<file path="src/rtl/fp_pkg.sv">
// Shared FP32 alignment constants, field positions and sequencer state type.
// Build option: define STICKY_EN to make man_small[0] a sticky bit.
package fp_pkg;

  localparam int EXP_W     = 8;
  localparam int MAN_W     = 24;
  localparam int ALIGN_W   = 27;
  localparam int MAX_SHIFT = 27;
  localparam int GUARD_W   = 3;
  localparam int CNT_W     = 5;

  localparam int SIGN_POS  = 31;
  localparam int EXP_MSB   = 30;
  localparam int EXP_LSB   = 23;
  localparam int FRAC_MSB  = 22;

  typedef enum logic [1:0] {
    IDLE,
    CMP,
    SHIFT,
    DONE
  } state_t;

  function automatic logic [MAN_W-1:0] mant_of(
    input logic [31:0] x
  );
    return {|x[EXP_MSB:EXP_LSB], x[FRAC_MSB:0]};
  endfunction

endpackage

</file>
<file path="src/rtl/fp_align_sequencer_if.sv">
// Operand-in / aligned-result-out handshake bundle for fp_align_sequencer.
// Build option: STICKY_EN only changes man_small contents, not this bundle.
interface fp_align_sequencer_if;
  import fp_pkg::*;

  logic               in_valid;
  logic               in_ready;
  logic [31:0]        a;
  logic [31:0]        b;
  logic               out_valid;
  logic               out_ready;
  logic [EXP_W-1:0]   exp_out;
  logic [MAN_W-1:0]   man_big;
  logic [ALIGN_W-1:0] man_small;
  logic               sign_big;
  logic               sign_small;
  logic               swap;

  modport master (
    output in_valid, a, b, out_ready,
    input  in_ready, out_valid, exp_out,
    input  man_big, man_small,
    input  sign_big, sign_small, swap
  );

  modport slave (
    input  in_valid, a, b, out_ready,
    output in_ready, out_valid, exp_out,
    output man_big, man_small,
    output sign_big, sign_small, swap
  );

endinterface

</file>
<file path="src/rtl/fp_align_sequencer_expdiff.sv">
// Exponent comparator: absolute difference and swap flag.
// Build option: unaffected by STICKY_EN.
module exponent_difference
  import fp_pkg::*;
(
  input  logic [EXP_W-1:0] ea,
  input  logic [EXP_W-1:0] eb,
  output logic [EXP_W-1:0] diff,
  output logic             swap
);

  assign swap = (ea < eb);
  assign diff = swap ? (eb - ea) : (ea - eb);

endmodule

</file>
<file path="src/rtl/fp_align_sequencer.sv">
// Multi-cycle FP32 operand aligner: compare exponents, shift smaller right.
// Build option: define STICKY_EN to OR shifted-out bits into man_small[0].
module fp_align_sequencer
  import fp_pkg::*;
(
  input  logic clk,
  input  logic rst_n,
  fp_align_sequencer_if.slave io
);

  state_t             state;
  state_t             state_n;
  logic [31:0]        a_q;
  logic [31:0]        b_q;
  logic [CNT_W-1:0]   k_q;
  logic [CNT_W-1:0]   k_ld;
  logic [ALIGN_W-1:0] sr_q;
  logic [ALIGN_W-1:0] sr_nx;
  logic [EXP_W-1:0]   exp_q;
  logic [MAN_W-1:0]   man_big_q;
  logic               sign_big_q;
  logic               sign_small_q;
  logic               swap_q;
  logic [EXP_W-1:0]   diff;
  logic               swap;
  logic [31:0]        big_op;
  logic [31:0]        small_op;

  exponent_difference u_expdiff (
    .ea   (a_q[EXP_MSB:EXP_LSB]),
    .eb   (b_q[EXP_MSB:EXP_LSB]),
    .diff (diff),
    .swap (swap)
  );

  assign big_op   = swap ? b_q : a_q;
  assign small_op = swap ? a_q : b_q;

  assign k_ld = (diff > EXP_W'(MAX_SHIFT))
              ? CNT_W'(MAX_SHIFT)
              : diff[CNT_W-1:0];

`ifdef STICKY_EN
  assign sr_nx = {1'b0, sr_q[ALIGN_W-1:2],
                  sr_q[1] | sr_q[0]};
`else
  assign sr_nx = {1'b0, sr_q[ALIGN_W-1:1]};
`endif

  always_ff @(posedge clk or negedge rst_n) begin
    if (!rst_n) state <= IDLE;
    else        state <= state_n;
  end

  always_comb begin
    state_n = state;
    unique case (state)
      IDLE:  if (io.in_valid) state_n = CMP;
      CMP:   state_n = (k_ld != '0) ? SHIFT : DONE;
      SHIFT: if (k_q == CNT_W'(1)) state_n = DONE;
      DONE:  if (io.out_ready) state_n = IDLE;
      default: state_n = IDLE;
    endcase
  end

  always_ff @(posedge clk or negedge rst_n) begin
    if (!rst_n) begin
      a_q          <= '0;
      b_q          <= '0;
      k_q          <= '0;
      sr_q         <= '0;
      exp_q        <= '0;
      man_big_q    <= '0;
      sign_big_q   <= 1'b0;
      sign_small_q <= 1'b0;
      swap_q       <= 1'b0;
    end else begin
      unique case (state)
        IDLE: begin
          if (io.in_valid) begin
            a_q <= io.a;
            b_q <= io.b;
          end
        end
        CMP: begin
          exp_q        <= big_op[EXP_MSB:EXP_LSB];
          man_big_q    <= mant_of(big_op);
          sr_q         <= {mant_of(small_op), GUARD_W'(0)};
          k_q          <= k_ld;
          sign_big_q   <= big_op[SIGN_POS];
          sign_small_q <= small_op[SIGN_POS];
          swap_q       <= swap;
        end
        SHIFT: begin
          sr_q <= sr_nx;
          k_q  <= k_q - CNT_W'(1);
        end
        default: ;
      endcase
    end
  end

  assign io.in_ready   = (state == IDLE);
  assign io.out_valid  = (state == DONE);
  assign io.exp_out    = exp_q;
  assign io.man_big    = man_big_q;
  assign io.man_small  = sr_q;
  assign io.sign_big   = sign_big_q;
  assign io.sign_small = sign_small_q;
  assign io.swap       = swap_q;

endmodule

</file>
<file path="src/flat_wrapper.sv">
// flat-port wrapper written by rule: the top's interface ports become plain ports
module fp_align_sequencer_flat import fp_pkg::*;
  (clk, rst_n, io_in_valid, io_a, io_b, io_out_ready, io_in_ready, io_out_valid, io_exp_out, io_man_big, io_man_small, io_sign_big, io_sign_small, io_swap);
  fp_align_sequencer_if io_i ();
  input  logic clk;
  input  logic rst_n;
  input wire logic [$bits(io_i.in_valid)-1:0] io_in_valid;
  input wire logic [$bits(io_i.a)-1:0] io_a;
  input wire logic [$bits(io_i.b)-1:0] io_b;
  input wire logic [$bits(io_i.out_ready)-1:0] io_out_ready;
  output wire logic [$bits(io_i.in_ready)-1:0] io_in_ready;
  output wire logic [$bits(io_i.out_valid)-1:0] io_out_valid;
  output wire logic [$bits(io_i.exp_out)-1:0] io_exp_out;
  output wire logic [$bits(io_i.man_big)-1:0] io_man_big;
  output wire logic [$bits(io_i.man_small)-1:0] io_man_small;
  output wire logic [$bits(io_i.sign_big)-1:0] io_sign_big;
  output wire logic [$bits(io_i.sign_small)-1:0] io_sign_small;
  output wire logic [$bits(io_i.swap)-1:0] io_swap;
  assign io_i.in_valid = io_in_valid;
  assign io_i.a = io_a;
  assign io_i.b = io_b;
  assign io_i.out_ready = io_out_ready;
  assign io_in_ready = io_i.in_ready;
  assign io_out_valid = io_i.out_valid;
  assign io_exp_out = io_i.exp_out;
  assign io_man_big = io_i.man_big;
  assign io_man_small = io_i.man_small;
  assign io_sign_big = io_i.sign_big;
  assign io_sign_small = io_i.sign_small;
  assign io_swap = io_i.swap;
  fp_align_sequencer u_core (.clk(clk), .rst_n(rst_n), .io(io_i));
endmodule
</file>
<file path="config.mk">
export PLATFORM = sky130hd
export DESIGN_NAME = fp_align_sequencer_flat
export DESIGN_NICKNAME = d
export VERILOG_FILES = /design/src/rtl/fp_pkg.sv /design/src/rtl/fp_align_sequencer_if.sv /design/src/rtl/fp_align_sequencer_expdiff.sv /design/src/rtl/fp_align_sequencer.sv /design/src/flat_wrapper.sv
export SDC_FILE = /design/constraint.sdc
export NUM_CORES = 1
export LEC_CHECK = 0
export ABC_AREA = 1
export BUFFER_PORTS_ARGS = -buffer_cell sky130_fd_sc_hd__buf_2
export CAP_MARGIN = 15
export CORE_AREA = 2 2 114 116
export CTS_BUF_LIST = sky130_fd_sc_hd__clkbuf_8
export CTS_CLUSTER_SIZE = 8
export DETAILED_ROUTE_END_ITERATION = 6
export DIE_AREA = 0 0 116 118
export GPL_TIMING_DRIVEN = 0
export PLACE_DENSITY = 0.79
export SYNTH_ARGS = -nofsm -noshare
export SYNTH_HDL_FRONTEND = slang
export SYNTH_SLANG_ARGS = --single-unit
</file>
<file path="constraint.sdc">
create_clock -name clk -period 4.8 [get_ports clk]
set_clock_uncertainty 0.15 [all_clocks]
set_input_delay 0.24 -clock clk [delete_from_list [all_inputs] [get_ports clk]]
set_output_delay 0.24 -clock clk [all_outputs]
set_load 0.02 [all_outputs]
</file>
======== Word level (Yosys, flattened, before mapping) ========
Index checks and enable logic that the tools add are counted.
word-level totals
  input bits .............................. 68
  output and inout port bits .............. 64
  word-level logic and storage cells ...... 40
  register bits ........................... 133
cells by class
  reductions and logical operators ........ 7
  $lt $le $gt $ge ......................... 2
  multiplexer cells ....................... 11
  $add $sub $neg .......................... 3
  equal/unequal tests ..................... 7
operators with widths
  cell                                                            number
  2-to-1 mux 32 bit                                               2
  one-hot mux 27 bit (2 select lines)                             1
  OR reduction 8 bit                                              2
  subtractor 8 bit                                                2
  one-hot mux 5 bit (2 select lines)                              1
  greater-than comparator 8 x 5 -> 1 bit (second input constant)  1
  less-than comparator 8 bit                                      1
  2-to-1 mux 8 bit                                                1
  one-hot mux 2 bit (4 select lines)                              1
  2-to-1 mux 2 bit                                                3
  == test 5 x 1 -> 1 bit (second input constant)                  1
  2-to-1 mux 5 bit                                                1
  nonzero test 5 bit                                              1
  subtractor 5 x 1 -> 5 bit (second input constant)               1
  == test 2 bit (second input constant)                           2
  inequality test 2 bit (second input constant)                   2
  AND reduction 3 bit                                             1
  == test 2 x 1 -> 1 bit (second input constant)                  1
  zero test 2 bit                                                 1
  inequality test 2 x 1 -> 1 bit (second input constant)          1
  AND reduction 2 bit                                             1
  nonzero test 2 bit                                              1
  2-to-1 mux 1 bit                                                1

======== Depth between registers and ports, before layout ========
  depth after elaboration ................. 7
  gate-level depth with buffers ........... 17
  gate-level depth less buffers ........... 16

======== Hierarchy ========
A second synthesis with hierarchy kept.
second synthesis, totals
  cell total of the unflattened synthesis .. 853
  area, all modules ....................... 6845.3 µm²
by module, submodules not included
  module               cells an instance  instances  area an instance (µm²)  seq. area each (µm²)
  fp_align_sequencer   701                1          6000.8                  3328.2
  exponent_difference  152                1          844.6                   0.0

======== Worst setup path after synthesis ========
Ideal clock, no wire load.
  path type ............................... reg2reg
  start ................................... register u_core.a_q[23]
  end ..................................... register u_core.man_big_q[23] (netlist: u_core.io.man_big[23])
  clock period less this slack ............ 2.342 ns
  required time ........................... 4.527 ns
  slack ................................... 2.458 ns
  buffers on the path ..................... 1
  arrival time ............................ 2.069 ns
  library setup time ...................... 0.123 ns
  cell stages (with the launch flop) ...... 14
  cell sequence ........................... dfrtp_1 > inv_1 > ha_1 > inv_1 > fa_1 > nand3_1 > nand2_2 > nand2_2 > nand2_4 > buf_4 > o21ai_0 > nand3_1 > nor4_2 > nor2_1
between the ends
  longest elaborated chain between the ends .. 3
RTL lines
  item                        RTL line                          source
  start: declaration          fp_align_sequencer.sv:13          logic [31:0] a_q;
  start signal: assignment    fp_align_sequencer.sv:81          a_q <= io.a;
  less-than comparator 8 bit  fp_align_sequencer_expdiff.sv:12  assign swap = (ea < eb);
  2-to-1 mux 32 bit (*)       fp_align_sequencer.sv:36          assign big_op = swap ? b_q : a_q;
  OR reduction 8 bit (*)      fp_pkg.sv:27                      return {|x[EXP_MSB:EXP_LSB], x[FRAC_MSB:0]};
  end signal: assignment      fp_align_sequencer.sv:87          man_big_q <= mant_of(big_op);
  end: declaration            fp_align_sequencer.sv:20          logic [MAN_W-1:0] man_big_q;
Mark *: on every way between the ends. The rest lies on a longest branch, timed or not.
A chain may end at the register's enable or synchronous reset.

======== Worst setup path after layout ========
Ends and elaborated chain as after synthesis.

==> impl_metrics.py <==
metrics = {
    "sta": {
        "tightest_slew_ns": 0.706,
        "hold_slack_ns": 0.103,
        "finalCritPeriodShare_pct": 60.3,
        "tns_ns": 0,
        "setup_violations": 0,
        "maxSlewViolCount": 0,
        "slew_headroom_pct": 52.9,
        "fmax_mhz": 346,
        "hold_violations": 0,
        "min_period_ns": 2.89,
        "rsz0062_at_grt": "false",
    },
    "route": {
        "avgViaCountPerCell": 5.41,
        "drt_iter0_drc": 795,
        "wirelength_um": 20500,
        "drt_pass1_iterations": 7,
        "remaining_drc_errors": 0,
        "ant_nets": 0,
        "wl_per_cell_um": 16.9,
        "vias": 6564,
    },
    "floorplan": {
        "die_area_sq_um": 13700,
        "core_area_sq_um": 12400,
        "die_w_um": 116,
        "die_y_um": 118,
        "io_pins": 132,
        "start_util_pct": 54.5,
        "rows": 41,
    },
    "placed_design": {
        "gp_congestion": 0.917,
        "port_buffers": 131,
        "dp_hpwl_um": 13300,
        "placed_area_sq_um": 7680,
    },
    "run": {
        "cap_viol_max_count": 0,
    },
    "cts": {
        "cts_tree": "yes",
        "insertion_delay_ns": 0.46,
        "htreeDepth": 4,
        "cts_root_buffer": "clkbuf_8",
        "clock-sinks": 133,
        "cts_resized": 0,
        "cts_buffers": 17,
        "clk_pin_slew_ns": 0.08,
        "clock_path_buffers": 2,
    },
    "logic_synthesis": {
        "ys_seq_area_share_pct": 49.2,
        "ys_types": 43,
        "syn_avg_cell_area_sq_um": 8.34,
        "ys_seq_elements": 133,
        "synth_area_leaders": "dfrtp_1 49%, nand2_1 9.1%, inv_1 5.6%",
        "synth-edff-count": 0,
        "yosys_most_used_dff": "dfrtp_1",
        "synthArstFlopShare_pct": 100,
        "syn_nets": 903,
        "yosysWarnings": 0,
        "synth_area_leader_cell": "dfrtp_1",
        "synth_area_sq_um": 6770,
        "synth_cells": 812,
        "yosysTopAreaCellShare_pct": 49.2,
    },
    "worst_setup_path": {
        "path_max_fanout": 10,
        "cp.required_ns": 4.99,
        "crit_path_start_kind": "flop",
        "critPathKind": "reg2reg",
        "cp_data_arrival_time_ns": 3.09,
        "critPathCaptureType": "flop",
    },
    "global_routing": {
        "grt_pass1_wl_um": 33000,
        "antenna_found_initial": 0,
        "grt_max_degree": 90,
        "grt_usage_pct": 31.1,
        "grt-ovfl-total": 0,
        "grt_pass1_vias": 6667,
    },
    "layout": {
        "area_growth_pct": 28.8,
        "antennaDiodeCount": 0,
        "fin_nets": 1119,
        "drive_gt1_share_pct": 20.5,
        "fillers": 947,
        "fin_area_sq_um": 8720,
    },
    "hold_path": {
        "hp-class": "in2reg",
    },
    "run_status": {
        "status": "completed",
    },
}
-- worst max-delay path: stages (launching register included) --
cell	delay [ns]
dfrtp_1	0.42
inv_1	0.12
ha_1	0.17
inv_1	0.08
fa_1	0.44
nand3_1	0.14
nand2_2	0.10
nand2_2	0.08
nand2_4	0.06
buf_6	0.15
o21ai_0	0.36
nand3_1	0.18
nor4_2	0.24
nor2_1	0.06
-- layout make-up --
type	count	area, sq um	share of cell area (%)
Timing Repair Buffer	197	1340	15.4
Tap cell	172	215	2.47
Inverter	105	394	4.52
Clock buffer	19	262	3.00
Clock inverter	13	133	1.52
Sequential cell	133	3330	38.2
Multi-Input combinational cell	533	2840	32.6
Buffer	41	209	2.40
-- synthesized netlist by cell type, types with 2 or more instances --
master / instances
nand2_2: 10
inv_1: 101
o22ai_1: 2
dfrtp_1: 133
mux2_2: 15
a21oi_1: 74
nor2_4: 2
nand3_1: 18
buf_1: 4
fa_1: 2
xor2_1: 4
a31oi_1: 2
clkinv_1: 2
inv_2: 2
nor2_1: 91
buf_2: 5
nor4_1: 2
o221ai_1: 23
nand2_1: 164
o21ai_0: 65
buf_6: 2
ha_1: 21
nand4_1: 8
buf_4: 6
clkbuf_1: 23
o21bai_1: 2
o21ai_1: 13
-- flip-flops by register name, summed over array words and instances (netlist names) --
name	cells
u_core.a_q	32
u_core.b_q	32
u_core.io.man_small	27
u_core.io.man_big	24
u_core.io.exp_out	8
u_core.k_q	5
u_core.state	2
u_core.io.sign_big	1
u_core.io.sign_small	1
u_core.io.swap	1
-- repair_timing --
action | in CTS | in global routing
hold endpoints to repair | 108 | 0
hold buffers | 65 | 0
setup buffers | 0 | 0
-- metal layers --
layer,track usage (%),share of wire [%],vias to the layer above
met5,0,0,-
met4,13.2,2.8,0
met3,6.54,7.2,54
met2,49.1,49,324
met1,41.6,41,3121
li1,-,-,3065
-- final timing paths --
kind | from | endpoint | slack [ns] | cells past startpoint
setup / recovery | u_core.a_q[23] | u_core.io.man_big[23] | 1.91 | 13
hold / removal | io_out_ready | u_core.state[1] | 0.10 | 4
setup reg to reg | u_core.a_q[23] | u_core.io.man_big[23] | 1.91 | 13
hold reg to reg | u_core.io.man_big[2] | u_core.io.man_big[2] | 0.33 | 2
max in group asynchronous | rst_n | u_core.io.man_small[4] | 3.57 | 3
min in group asynchronous | rst_n | u_core.io.exp_out[1] | 0.13 | 2
-- per-stage QoR --
stage,util (%),setup WS [ns],std cells
floorplan,-,2.46,812
global placement,61.6,1.50,1115
detailed placement,61.8,1.97,1116
CTS,70.2,1.95,1213
global route,70.2,1.67,1213
finish,70.2,1.91,1213
-- cell usage in the layout (no fill, tap or decap), types with 6 or more instances in the layout --
| master | count |
|---|---|
| nand2_1 | 164 |
| buf_2 | 135 |
| dfrtp_1 | 133 |
| inv_1 | 102 |
| nor2_1 | 91 |
| a21oi_1 | 74 |
| o21ai_0 | 65 |
| dlygate4sd3_1 | 65 |
| clkbuf_1 | 23 |
| o221ai_1 | 23 |
| ha_1 | 21 |
| clkbuf_8 | 19 |
| nand3_1 | 18 |
| mux2_2 | 15 |
| o21ai_1 | 13 |
| nand2_2 | 10 |
| nand4_1 | 8 |
| buf_4 | 6 |
-- cells by family (layout without fill, tap and decap cells) --
kind of cell / after synthesis / in the layout / share of synthesized area [%]
AND/OR/NAND/NOR: 301 / 301 / 18.4
adder cells (fa/ha/maj): 23 / 23 / 4.47
flip-flops: 133 / 133 / 49.2
AO/OA/AOI/OAI: 189 / 189 / 15.9
multiplexers: 16 / 16 / 2.64
XOR/XNOR: 4 / 4 / 0.517
buffers and inverters: 146 / 375 / 8.91
Power is left out: the tool's default activity adds up to more than one toggle a clock period on the data nets, which glitch-free logic cannot reach.
